==> src/rtl/osd_spi_writer.sv <==
`default_nettype none
// +----------------------------------------------------------------------------+
// | Module   : osd_spi_writer                                                   |
// | Purpose  : SPI master that emits OSD enable/disable/line-write frames.      |
// | Revision : 1.0  initial release                                             |
// +----------------------------------------------------------------------------+
module osd_spi_writer #(
   parameter int CLKDIV = 4,
   parameter int GAP    = 4
) (
   input  logic        clk,
   input  logic        reset_n,
   input  logic        req,
   input  logic [1:0]  req_op,
   input  logic [2:0]  req_line,
   output logic        busy,
   output logic        done,
   output logic        rd_en,
   output logic [10:0] rd_addr,
   input  logic [7:0]  rd_data,
   output logic        sck,
   output logic        ss,
   output logic        sdi
);

   typedef enum logic [2:0] {
      S_IDLE  = 3'd0,
      S_SETUP = 3'd1,
      S_LO    = 3'd2,
      S_HI    = 3'd3,
      S_HOLD  = 3'd4,
      S_GAP   = 3'd5
   } state_t;

   localparam logic [7:0] c_div_last = 8'(CLKDIV - 1);
   localparam logic [7:0] c_gap_last = 8'(GAP - 1);

   state_t     r_state;
   logic [7:0] r_cnt;
   logic [2:0] r_bit;
   logic [8:0] r_byte_idx;
   logic [7:0] r_shift;
   logic [7:0] r_pref;
   logic [1:0] r_op;
   logic [2:0] r_line;
   logic       r_cap;

   logic [7:0] w_cmd;
   logic       w_div_end;
   logic       w_last_byte;
   logic       w_fetch;

   always_comb begin
      w_cmd       = (req_op == 2'd2) ? {5'b00100, req_line} : {7'b0100000, req_op[0]};
      w_div_end   = (r_cnt == c_div_last);
      w_last_byte = (r_op != 2'd2) || (r_byte_idx == 9'd256);
      // frame byte b (b = 1..255) carries payload b-1 and prefetches payload b
      w_fetch     = (r_op == 2'd2) && (r_byte_idx != 9'd0) && !r_byte_idx[8];
   end

   always_ff @(posedge clk or negedge reset_n) begin
      if (!reset_n) begin
         r_state    <= S_IDLE;
         r_cnt      <= 8'd0;
         r_bit      <= 3'd0;
         r_byte_idx <= 9'd0;
         r_shift    <= 8'd0;
         r_pref     <= 8'd0;
         r_op       <= 2'd0;
         r_line     <= 3'd0;
         r_cap      <= 1'b0;
         busy       <= 1'b0;
         done       <= 1'b0;
         rd_en      <= 1'b0;
         rd_addr    <= 11'd0;
         sck        <= 1'b0;
         ss         <= 1'b1;
         sdi        <= 1'b0;
      end else begin
         rd_en <= 1'b0;
         r_cap <= rd_en;
         if (r_cap) begin
            r_pref <= rd_data;
         end
         case (r_state)
            S_IDLE: begin
               if (req && req_op != 2'd3) begin
                  r_op       <= req_op;
                  r_line     <= req_line;
                  r_shift    <= w_cmd;
                  r_bit      <= 3'd7;
                  r_byte_idx <= 9'd0;
                  r_cnt      <= 8'd0;
                  sdi        <= w_cmd[7];
                  ss         <= 1'b0;
                  busy       <= 1'b1;
                  r_state    <= S_SETUP;
                  if (req_op == 2'd2) begin
                     rd_en   <= 1'b1;
                     rd_addr <= {req_line, 8'd0};
                  end
               end
            end
            S_SETUP: begin
               if (w_div_end) begin
                  r_cnt   <= 8'd0;
                  r_state <= S_LO;
               end else begin
                  r_cnt <= r_cnt + 8'd1;
               end
            end
            S_LO: begin
               if (r_cnt == 8'd0 && r_bit == 3'd7 && w_fetch) begin
                  rd_en   <= 1'b1;
                  rd_addr <= {r_line, r_byte_idx[7:0]};
               end
               if (w_div_end) begin
                  r_cnt   <= 8'd0;
                  sck     <= 1'b1;
                  r_state <= S_HI;
               end else begin
                  r_cnt <= r_cnt + 8'd1;
               end
            end
            S_HI: begin
               if (w_div_end) begin
                  r_cnt <= 8'd0;
                  sck   <= 1'b0;
                  if (r_bit != 3'd0) begin
                     r_bit   <= r_bit - 3'd1;
                     sdi     <= r_shift[r_bit - 3'd1];
                     r_state <= S_LO;
                  end else if (w_last_byte) begin
                     r_state <= S_HOLD;
                  end else begin
                     r_shift    <= r_pref;
                     sdi        <= r_pref[7];
                     r_bit      <= 3'd7;
                     r_byte_idx <= r_byte_idx + 9'd1;
                     r_state    <= S_LO;
                  end
               end else begin
                  r_cnt <= r_cnt + 8'd1;
               end
            end
            S_HOLD: begin
               if (w_div_end) begin
                  r_cnt   <= 8'd0;
                  ss      <= 1'b1;
                  sdi     <= 1'b0;
                  done    <= (c_gap_last == 8'd0);
                  r_state <= S_GAP;
               end else begin
                  r_cnt <= r_cnt + 8'd1;
               end
            end
            S_GAP: begin
               if (r_cnt == c_gap_last) begin
                  r_cnt   <= 8'd0;
                  busy    <= 1'b0;
                  done    <= 1'b0;
                  r_state <= S_IDLE;
               end else begin
                  r_cnt <= r_cnt + 8'd1;
                  done  <= ((r_cnt + 8'd1) == c_gap_last);
               end
            end
            default: begin
               r_state <= S_IDLE;
            end
         endcase
      end
   end

endmodule
`default_nettype wire

==> config.mk <==
export PLATFORM = sky130hd
export DESIGN_NAME = osd_spi_writer
export DESIGN_NICKNAME = d
export VERILOG_FILES = /design/src/rtl/osd_spi_writer.sv
export SDC_FILE = /design/constraint.sdc
export NUM_CORES = 1
export LEC_CHECK = 0
export BUFFER_PORTS_ARGS = -buffer_cell sky130_fd_sc_hd__buf_2
export CAP_MARGIN = 5
export CORE_ASPECT_RATIO = 1.4
export CORE_MARGIN = 3
export CORE_UTILIZATION = 63
export CTS_CLUSTER_SIZE = 25
export DETAILED_ROUTE_END_ITERATION = 10
export PLACE_DENSITY = 0.82
export SLEW_MARGIN = 25
export SYNTH_ARGS = -nofsm -noshare
export SYNTH_HDL_FRONTEND = slang
export SYNTH_SLANG_ARGS = --single-unit
==> constraint.sdc <==
create_clock -name clk -period 3.7 [get_ports clk]
set_input_delay 0.185 -clock clk [delete_from_list [all_inputs] [get_ports clk]]
set_output_delay 0.185 -clock clk [all_outputs]
set_load 0.02 [all_outputs]
Yosys cells after proc, flatten, opt, wreduce, memory -nomap -nowiden

Cells that the tools add are included.

Equality and inequality tests: 24
Add/subtract/negate cells: 3
Reductions and logical operators: 31
Magnitude comparators: 1
Muxes and demuxes: 52

Operators with widths:

| operator                                                               | number |
|---|---|
| 8-bit 2-to-1 mux                                                       | 6 |
| 3-bit 2-to-1 mux                                                       | 12 |
| 9-bit 2-to-1 mux                                                       | 4 |
| 11-bit 2-to-1 mux                                                      | 3 |
| 8-bit one-hot mux with 2 select lines                                  | 2 |
| 2-bit inequality test (second input constant)                          | 12 |
| 11-bit one-hot mux with 2 select lines                                 | 1 |
| 3-bit one-hot mux with 6 select lines                                  | 1 |
| 9-bit one-hot mux with 2 select lines                                  | 1 |
| 8-bit by 2-bit equality test with 1-bit output (second input constant) | 2 |
| 2-bit nonzero test                                                     | 7 |
| 1-bit 2-to-1 mux                                                       | 13 |
| 1-bit one-hot mux with 2 select lines                                  | 5 |
| 5-bit AND reduction                                                    | 2 |
| 9-bit by 1-bit adder with 9-bit output (second input constant)         | 1 |
| 3-bit equality test (second input constant)                            | 3 |
| 9-bit equality test (second input constant)                            | 1 |
| 3-bit AND reduction                                                    | 3 |
| 9-bit nonzero test                                                     | 1 |
| 8-bit by 1-bit adder with 8-bit output (second input constant)         | 1 |
| 8-bit zero test                                                        | 1 |
| 4-bit AND reduction                                                    | 2 |
| 7-bit 2-to-1 mux                                                       | 1 |
| 3-bit by 2-bit equality test with 1-bit output (second input constant) | 2 |
| other kinds (16)                                                       | 24 |

Input port bits: 16
Register bits: 62
Word-level logic and storage cells: 127

Longest topological paths before layout

Gate-level depths: netlist of run 1.

Word-level depth: 6
Gate-level depth with buffers: 8

Worst setup path before layout of run 1

No wires, ideal clock.

Path type: reg-to-reg
Start: reg r_cnt[1]
End: reg r_byte_idx[6]
Data arrival time: 1.962 ns
Cell stages (with the launch flop): 8
Path buffers: 1
Path slack: 1.619 ns
Period minus slack after synthesis: 2.081 ns
Library setup time: 0.119 ns
Cells stage by stage: dfrtp_1 > ha_1 > or4b_4 > nor3_4 > a31oi_2 > buf_2 > nor2_1 > nor2_1

Word-level cells in the longest chain between the ends: 3

RTL lines:

| what                                           | line | source |
|---|---|---|
| start, declared                                | 39   | `logic [7:0] r_cnt;` |
| start signal, assigned                         | 109  | `r_cnt <= r_cnt + 8'd1;` |
| start signal, assigned                         | 122  | `r_cnt <= r_cnt + 8'd1;` |
| start signal, assigned                         | 143  | `r_cnt <= r_cnt + 8'd1;` |
| 8-bit by 2-bit equality test with 1-bit output | 55   | `w_div_end = (r_cnt == c_div_last);` |
| 2-bit inequality test (no line)                | -    |  |
| 5-bit AND reduction (no line)                  | -    |  |
| end signal, assigned                           | 139  | `r_byte_idx <= r_byte_idx + 9'd1;` |
| end, declared                                  | 41   | `logic [8:0] r_byte_idx;` |

Every way passes these cells.
A chain may end at the register's enable or synchronous reset.

Worst setup path after layout of run 1

Start: reg r_cnt[1]
End: reg r_cnt[2]

Word-level cells in the longest chain between the ends: 3

RTL lines:

| what                                                                                                     | line | source |
|---|---|---|
| 8-bit by 1-bit adder with 8-bit output or 8-bit by 2-bit equality test with 1-bit output (tied branches) | -    |  |
| 8-bit 2-to-1 mux (*)                                                                                     | -    |  |
| 8-bit one-hot mux with 2 select lines (*)                                                                | 85   | `case (r_state)` |

Mark *: on every way between the ends. The rest lies on a longest branch, timed or not.

==> results of run 1 <==
==> state kept, by name, indices dropped and copies added (netlist names) <==
register,cells
r_byte_idx,9
r_cap,1
r_cnt,8
busy,1
r_pref,8
ss,1
sdi,1
r_shift,8
done,1
r_op,2
rd_en,1
rd_addr,11
sck,1
r_line,3
r_state,3
r_bit,3
==> worst reg2reg max path: cells and delay by family (launching register included) <==
| kind | cells | cell delay (ns) |
|---|---|---|
| AND/OR/NAND/NOR | 2 | 0.68 |
| flip-flops | 1 | 0.43 |
| AO/OA/AOI/OAI | 3 | 0.98 |
| adder cells (fa/ha/maj) | 1 | 0.33 |
==> cell type report <==
type,instances,area (µm²)
fill,381,1300
sequential,62,1550
inverter,17,63.8
clock buffer,12,145
timing repair buffer,36,193
clock inverter,4,22.5
multi-input combinational,242,1520
tap,64,80.1
==> Yosys cell counts (all sizes together), types with 2 or more instances <==
| cell | instances | share of area (%) |
|---|---|---|
| mux2i | 8 | 2.5 |
| a31oi | 4 | 0.98 |
| o21a | 2 | 0.47 |
| o21ai | 33 | 5.2 |
| ha | 8 | 3.1 |
| nor2 | 25 | 3.2 |
| mux4 | 2 | 1.4 |
| nor4 | 2 | 0.39 |
| a21oi | 18 | 2.9 |
| o22a | 3 | 0.82 |
| inv | 17 | 2.0 |
| clkbuf | 9 | 1.1 |
| nor3b | 2 | 0.47 |
| nand2 | 50 | 5.9 |
| nand3 | 17 | 2.7 |
| dfrtp | 61 | 48 |
| or4 | 2 | 0.47 |
| or4b | 2 | 0.74 |
| o31ai | 2 | 0.47 |
| and3 | 9 | 1.8 |
| mux2 | 16 | 5.6 |
| nor2b | 3 | 0.59 |
| and4 | 2 | 0.55 |
| o41ai | 2 | 0.55 |
| buf | 7 | 1.3 |
| nand2b | 4 | 0.78 |
| or3 | 6 | 1.2 |
| nor3 | 7 | 1.4 |
==> stage by stage <==
step | std cells | total power, mW | area (µm²)
global route | 437 | 2.73 | 3580
CTS | 437 | 2.55 | 3570
detailed placement | 420 | 2.03 | 3390
finish | 437 | 2.54 | 3580
global placement | 420 | 1.99 | 3390
floorplan | 337 | 1.78 | 3210
==> repair_timing <==
action                                  4_1_cts  5_1_grt
hold endpoints to repair                     30        0
hold buffers                                  1        0
endpoints found under the setup margin        0        0
==> power groups by stage <==
stage	clock network, mW	registers (mW)	logic, mW
after CTS	0.517	1.12	0.905
final	0.506	1.13	0.904
after global routing	0.546	1.17	1.02
after global placement	0	1.12	0.866
after detailed placement	0	1.13	0.897
after floorplan	0	1.14	0.636
==> worst paths after layout <==
kind | start | endpoint | slack, ns
max in group asynchronous | reset_n | ss | 2.38
setup reg to reg | r_cnt[1] | r_cnt[2] | 1.15
min in group asynchronous | reset_n | r_byte_idx[7] | 0.41
hold / removal | req_line[1] | r_line[1] | 0.07
hold reg to reg | rd_en | r_cap | 0.38
setup / recovery | r_cnt[1] | r_cnt[2] | 1.15
==> cells by family (layout without fill, tap and decap cells) <==
family,count (synthesis),count (layout)
buf+inv,33,69
mux,26,26
flops,62,62
xor+xnor,2,2
fa+ha+maj,8,8
compound gates,72,72
simple gates,134,134
==> per-layer routing <==
| metal | wire [µm] | share of wire, % |
|---|---|---|
| met5 | 0 | 0 |
| met2 | 3510 | 53 |
| met1 | 2710 | 41 |
| met3 | 292 | 4.4 |
| met4 | 143 | 2.1 |
==> run_results.csv, run 1 <==
group,metric,value,unit
setup_path,crit_type,"reg2reg",
yosys,synth_top_family_by_area,"simple AND/OR/NAND/NOR gates",
yosys,postSynthRegisterBits,62,
setup_path,critical_path.endpoint_type,"flop",
routing,vias,2545,
clock_network,post_cts_resized,0,
clock_network,root_buffer,"clkbuf_8",
routing,drc,0,
finish,utilization,73.4,%
routing,drtAntennaViolNets,0,
global_routing,antenna_found_initial,0,
global_routing,gr-total-overflow,0,
setup_path,crit_family,"compound AO/OA/AOI/OAI gates",
global_routing,grt_max_degree,33,
routing,firstDrtPassIters,5,
setup_path,path_buf_inv,0,
sta,worst_pin_slew,0.787,ns
sta,timing.final.ws_setup,1.15,ns
yosys,syn_nets,361,
yosys,avgSynthCellArea,9.51,µm²
routing,wl,6660,µm
setup_path,path_depth,6,
yosys,ys_async_sr_fraction,100,%
sta,setup_violations,0,
clock_network,post_cts_buffers,0,
clock_network,clock_sinks,62,
yosys,synthAdderAreaFrac,3.12,%
sta,rsz0062_at_grt,"false",
routing,vias_per_cell,5.82,
global_routing,grt_pass1_vias,2443,
power_and_ir_drop,p_comb_share,35.6,%
yosys,synthXorXnorAreaFrac,0.546,%
routing,wl_per_cell,15.2,µm
sta,finClkSkew,0.00868,ns
finish,mostFrequentLayoutCells,"dfrtp_1, nand2_1, buf_2",
die,coreArea,4880,µm²
clock_network,ctsLongestPathBuffers,2,
setup_path,worst_path_most_repeated_cell,"o21ai_0",
placement,gp_congestion,0.857,
yosys,yosys_warnings,0,
sta,finalHoldViolations,0,
placement,numPortBuffers,32,
setup_path,r2r_cells,6,
die,die-area,5990,µm²
setup_path,critPathMaxStageDelay,0.67,ns
setup_path,critPathMaxFanout,12,
setup_path,cp_cell_sequence,"ha_1 > or4b_4 > o211ai_1 > nor2_1 > o21ai_0 > o21ai_0",
sta,slew_violations,0,
global_routing,grt_util_all_layers,24.7,%
finish,antenna_cells,0,
power_and_ir_drop,netSwitchingFraction,38.9,%
global_routing,use_met2,40.3,%
sta,max_clock_freq,392,MHz
global_routing,use_met3,4.48,%
finish,layout_commonest_cell,"dfrtp_1",
yosys,synth_area,3210,µm²
power_and_ir_drop,p_int,1.55,mW
global_routing,grt_first_pass_wirelength,11300,µm
setup_path,worstPathRequired,3.89,ns
clock_network,clk_latency,0.35,ns
yosys,synth_cells,337,
finish,area_growth,11.7,%
die,rows,30,
status,status,"finished clean",
clock_network,htree_num_levels,3,
setup_path,setup.worst_path.start_class,"flop",
finish,final_nets,392,
yosys,synth.area.mux_share,9.52,%
power_and_ir_drop,ir_drop,0.367,mV
global_routing,globalRouteMet1Util,30.7,%
clock_network,clk_transition_reported_paths,0.07,ns
sta,fin_hold_ws,0.0696,ns
setup_path,cp_slowest_cell,"o211ai_1",
power_and_ir_drop,p_leak,1.71,nW
setup_path,crit_arrival,2.74,ns
die,die_h,90.4,µm
yosys,synthFlopType,"dfrtp_1",
clock_network,cts_tree,"yes",
sta,setup_tns,0,ns
flow_run,cap_violations,0,
sta,fin_crit_sh,69.0,%
yosys,ys_seq_area_share,48.4,%
hold_path,min_path_cells,3,
yosys,synth_compound_area_share,13.4,%
finish,drive_gt1_share,19.3,%
hold_path,hp-class,"in2reg",
yosys,synth_enable_flop_cells,0,
clock_network,cts-buffers-inserted,9,
die,ios,33,
die,fp.dieW,66.3,µm
power_and_ir_drop,clock_power_share,19.9,%
global_routing,gr-max-usage-layer,"met2",
routing,first_iter_violations,214,
yosys,synth.distinct_cells,50,
yosys,synthSimpleGateAreaFrac,20.6,%
sta,period_needed,2.55,ns
sta,slew-limit-headroom,47.3,%
power_and_ir_drop,power_density,709,nW/µm²
placement,dp_slack,1.18,ns
power_and_ir_drop,seqPwrFrac,44.5,%
placement,hpwlAfterDp,4720,µm
die,initial_core_util,65.7,%
power_and_ir_drop,switching_power,0.987,mW
No activity file was read; power rests on OpenSTA's default activity.
==> run 2, diff against run 1 <==
CORE_UTILIZATION = 53   (was 63)
PLACE_DENSITY = 0.74   (was 0.82)
clock period = 2.07 ns   (was 3.7 ns; I/O delays follow)
==> run 2 against run 1 <==
Net effect:
- first-iteration DRC count shrank 2.8%
- utilization shrank 0.74 points
- sequential share of layout area shrank 5.8 points
- sequential cell count is the same
- clock skew shrank 0.0016 ns
- cell count grew 11%
- combinational power grew 140%
- clock power grew 120%
==> run_results.csv, run 2 (same netlist as run 1, synthesis figures left out) <==
group,metric,value,unit
status,status,"finished clean",
flow_run,cap_violations,0,
global_routing,grt_pass1_vias,2769,
global_routing,grt_max_degree,63,
clock_network,cts_tree,"yes",
clock_network,root_buffer,"clkbuf_8",
sta,worst_pin_slew,0.371,ns
global_routing,grt_first_pass_wirelength,12600,µm
hold_path,worstHoldStart,"rd_data[7]",
placement,gp_congestion,0.821,
global_routing,gr-total-overflow,0,
die,coreArea,5690,µm²
clock_network,clock_sinks,62,
routing,first_iter_violations,208,
clock_network,clk_transition_reported_paths,0.07,ns
placement,numPortBuffers,32,
clock_network,htree_num_levels,3,
routing,wl,7880,µm
power_and_ir_drop,p_int,3.28,mW
clock_network,cts-buffers-inserted,9,
sta,fin_crit_sh,99.3,%
sta,period_needed,2.06,ns
die,ios,33,
sta,slew_violations,0,
clock_network,clk_latency,0.34,ns
finish,stdcell_count,483,
sta,slew-limit-headroom,75.2,%
power_and_ir_drop,seqPwrFrac,36.7,%
placement,dp.cells,451,
routing,wl_per_cell,16.3,µm
power_and_ir_drop,power_density,1260,nW/µm²
placement,hpwlAfterDp,5060,µm
sta,timing.final.ws_setup,0.0136,ns
routing,vias_per_cell,5.80,
setup_path,setup.worst_path.start_class,"flop",
hold_path,min_to,"r_pref[7]",
die,die_h,98.0,µm
finish,final_nets,435,
setup_path,crit_arrival,2.33,ns
global_routing,grt_util_all_layers,22.9,%
placement,dp_slack,0.0888,ns
die,rows,32,
finish,reg.largest.list,"rd_addr x11, r_byte_idx x9",
setup_path,r2r_cells,6,
sta,max_clock_freq,486,MHz
sta,finalHoldViolations,0,
finish,mostFrequentLayoutCells,"dfrtp_1, nand2_1, buf_4",
finish,layout_commonest_cell,"dfrtp_1",
finish,max_flop_register,"rd_addr",
power_and_ir_drop,ir_drop,0.845,mV
setup_path,crit_type,"reg2reg",
setup_path,worstPathRequired,2.35,ns
finish,largest_reg_flops,11,
hold_path,min_path_cells,2,
setup_path,rr_endpoint,"r_byte_idx[7]",
clock_network,ctsLongestPathBuffers,2,
die,initial_core_util,56.4,%
power_and_ir_drop,netSwitchingFraction,37.2,%
routing,drtAntennaViolNets,0,
setup_path,critPathMaxFanout,5,
hold_path,hp-class,"in2reg",
power_and_ir_drop,switching_power,1.94,mW
power_and_ir_drop,p_leak,1.97,nW
finish,drive_gt1_share,32.8,%
global_routing,antenna_found_initial,0,
finish,antenna_cells,0,
setup_path,critical_path.endpoint_type,"flop",
finish,area_growth,28.8,%
die,fp.dieW,71.7,µm
sta,rsz0062_at_grt,"true",
routing,firstDrtPassIters,6,
routing,vias,2803,
setup_path,reg2reg_slack,0.01,ns
power_and_ir_drop,p_comb_share,41.8,%
die,die-area,7030,µm²
setup_path,reg2reg_from,"r_cnt[1]",
routing,drc,0,
power_and_ir_drop,clock_power_share,21.5,%
sta,finClkSkew,0.00709,ns
sta,setup_violations,0,
run 2: cell count changes in the layout (fill, tap and decap cells not counted), moves of 6 or more:
cell           previous run  this run
buf_4                     3        35
dlygate4sd3_1             1         8
nand2_2                   0         9
nor2_1                   24        18
nand2_1                  50        41
run 2: final cells by class:
class	count	area, µm²
multi-input cells	242	1630
fillers	434	1560
flip-flops and latches	62	1550
repair buffers	79	593
clock buffers	10	128
well taps	68	85.1
clock inverters	5	75.1
inverters	17	63.8
run 2: how the worst max path moves through the flow:
stage	from	end	slack [ns]
floorplan	r_cnt[1]	r_byte_idx[6]	0.02
global placement	r_bit[1]	sdi	0.13
detailed placement	r_cnt[0]	done	0.09
CTS	r_cnt[0]	r_byte_idx[8]	0.07
global route	r_cnt[1]	r_byte_idx[7]	-0.08
finish	r_cnt[1]	r_byte_idx[7]	0.01
run 2: worst max-delay path, stage by stage (launching register included):
cell and delay, ns:
dfrtp_1 0.35, ha_2 0.18, or4b_4 0.50, nor3_4 0.35, nand3_2 0.14, or3_1 0.40
nand3_2 0.08
run 2: through the flow:
step / utilization, % / area, µm² / TNS (ns) / hold WS, ns / power (mW)
after floorplan: - / 3210 / 0 / -0.192 / 3.18
after global placement: 63.8 / 3630 / 0 / 0.142 / 3.81
after detailed placement: 63.8 / 3630 / 0 / 0.139 / 3.89
after CTS: 68.8 / 3910 / 0 / 0.000273 / 5.05
after global routing: 72.6 / 4130 / -1.04 / 0.00219 / 5.61
final: 72.6 / 4130 / 0 / 0.0186 / 5.22
run 2: metal layers:
| layer | track usage [%] | wire [µm] | vias to the layer above | part of all wire [%] |
|---|---|---|---|---|
| li1 | - | - | 1328 | - |
| met3 | 5.46 | 287 | 27 | 3.6 |
| met1 | 26.1 | 3010 | 1373 | 38 |
| met4 | 13.2 | 388 | 0 | 4.9 |
| met2 | 38.5 | 4200 | 75 | 53 |
| met5 | 0 | 0 | - | 0 |
run 2: power groups by stage:
stage	clock network, mW	registers, mW	logic [mW]
2_1_floorplan	0	2.04	1.14
3_3_place_gp	0	1.88	1.92
3_5_place_dp	0	1.90	1.98
4_1_cts	1.15	1.88	2.01
5_1_grt	1.20	1.98	2.44
6_report	1.12	1.92	2.18
run 2: what timing repair did:
item / CTS / global route
hold buffers: 8 / 0
resized for setup: 0 / 35
buffers inserted: 0 / 7
setup endpoints to repair: 0 / 13
endpoints found under the hold margin: 68 / 0
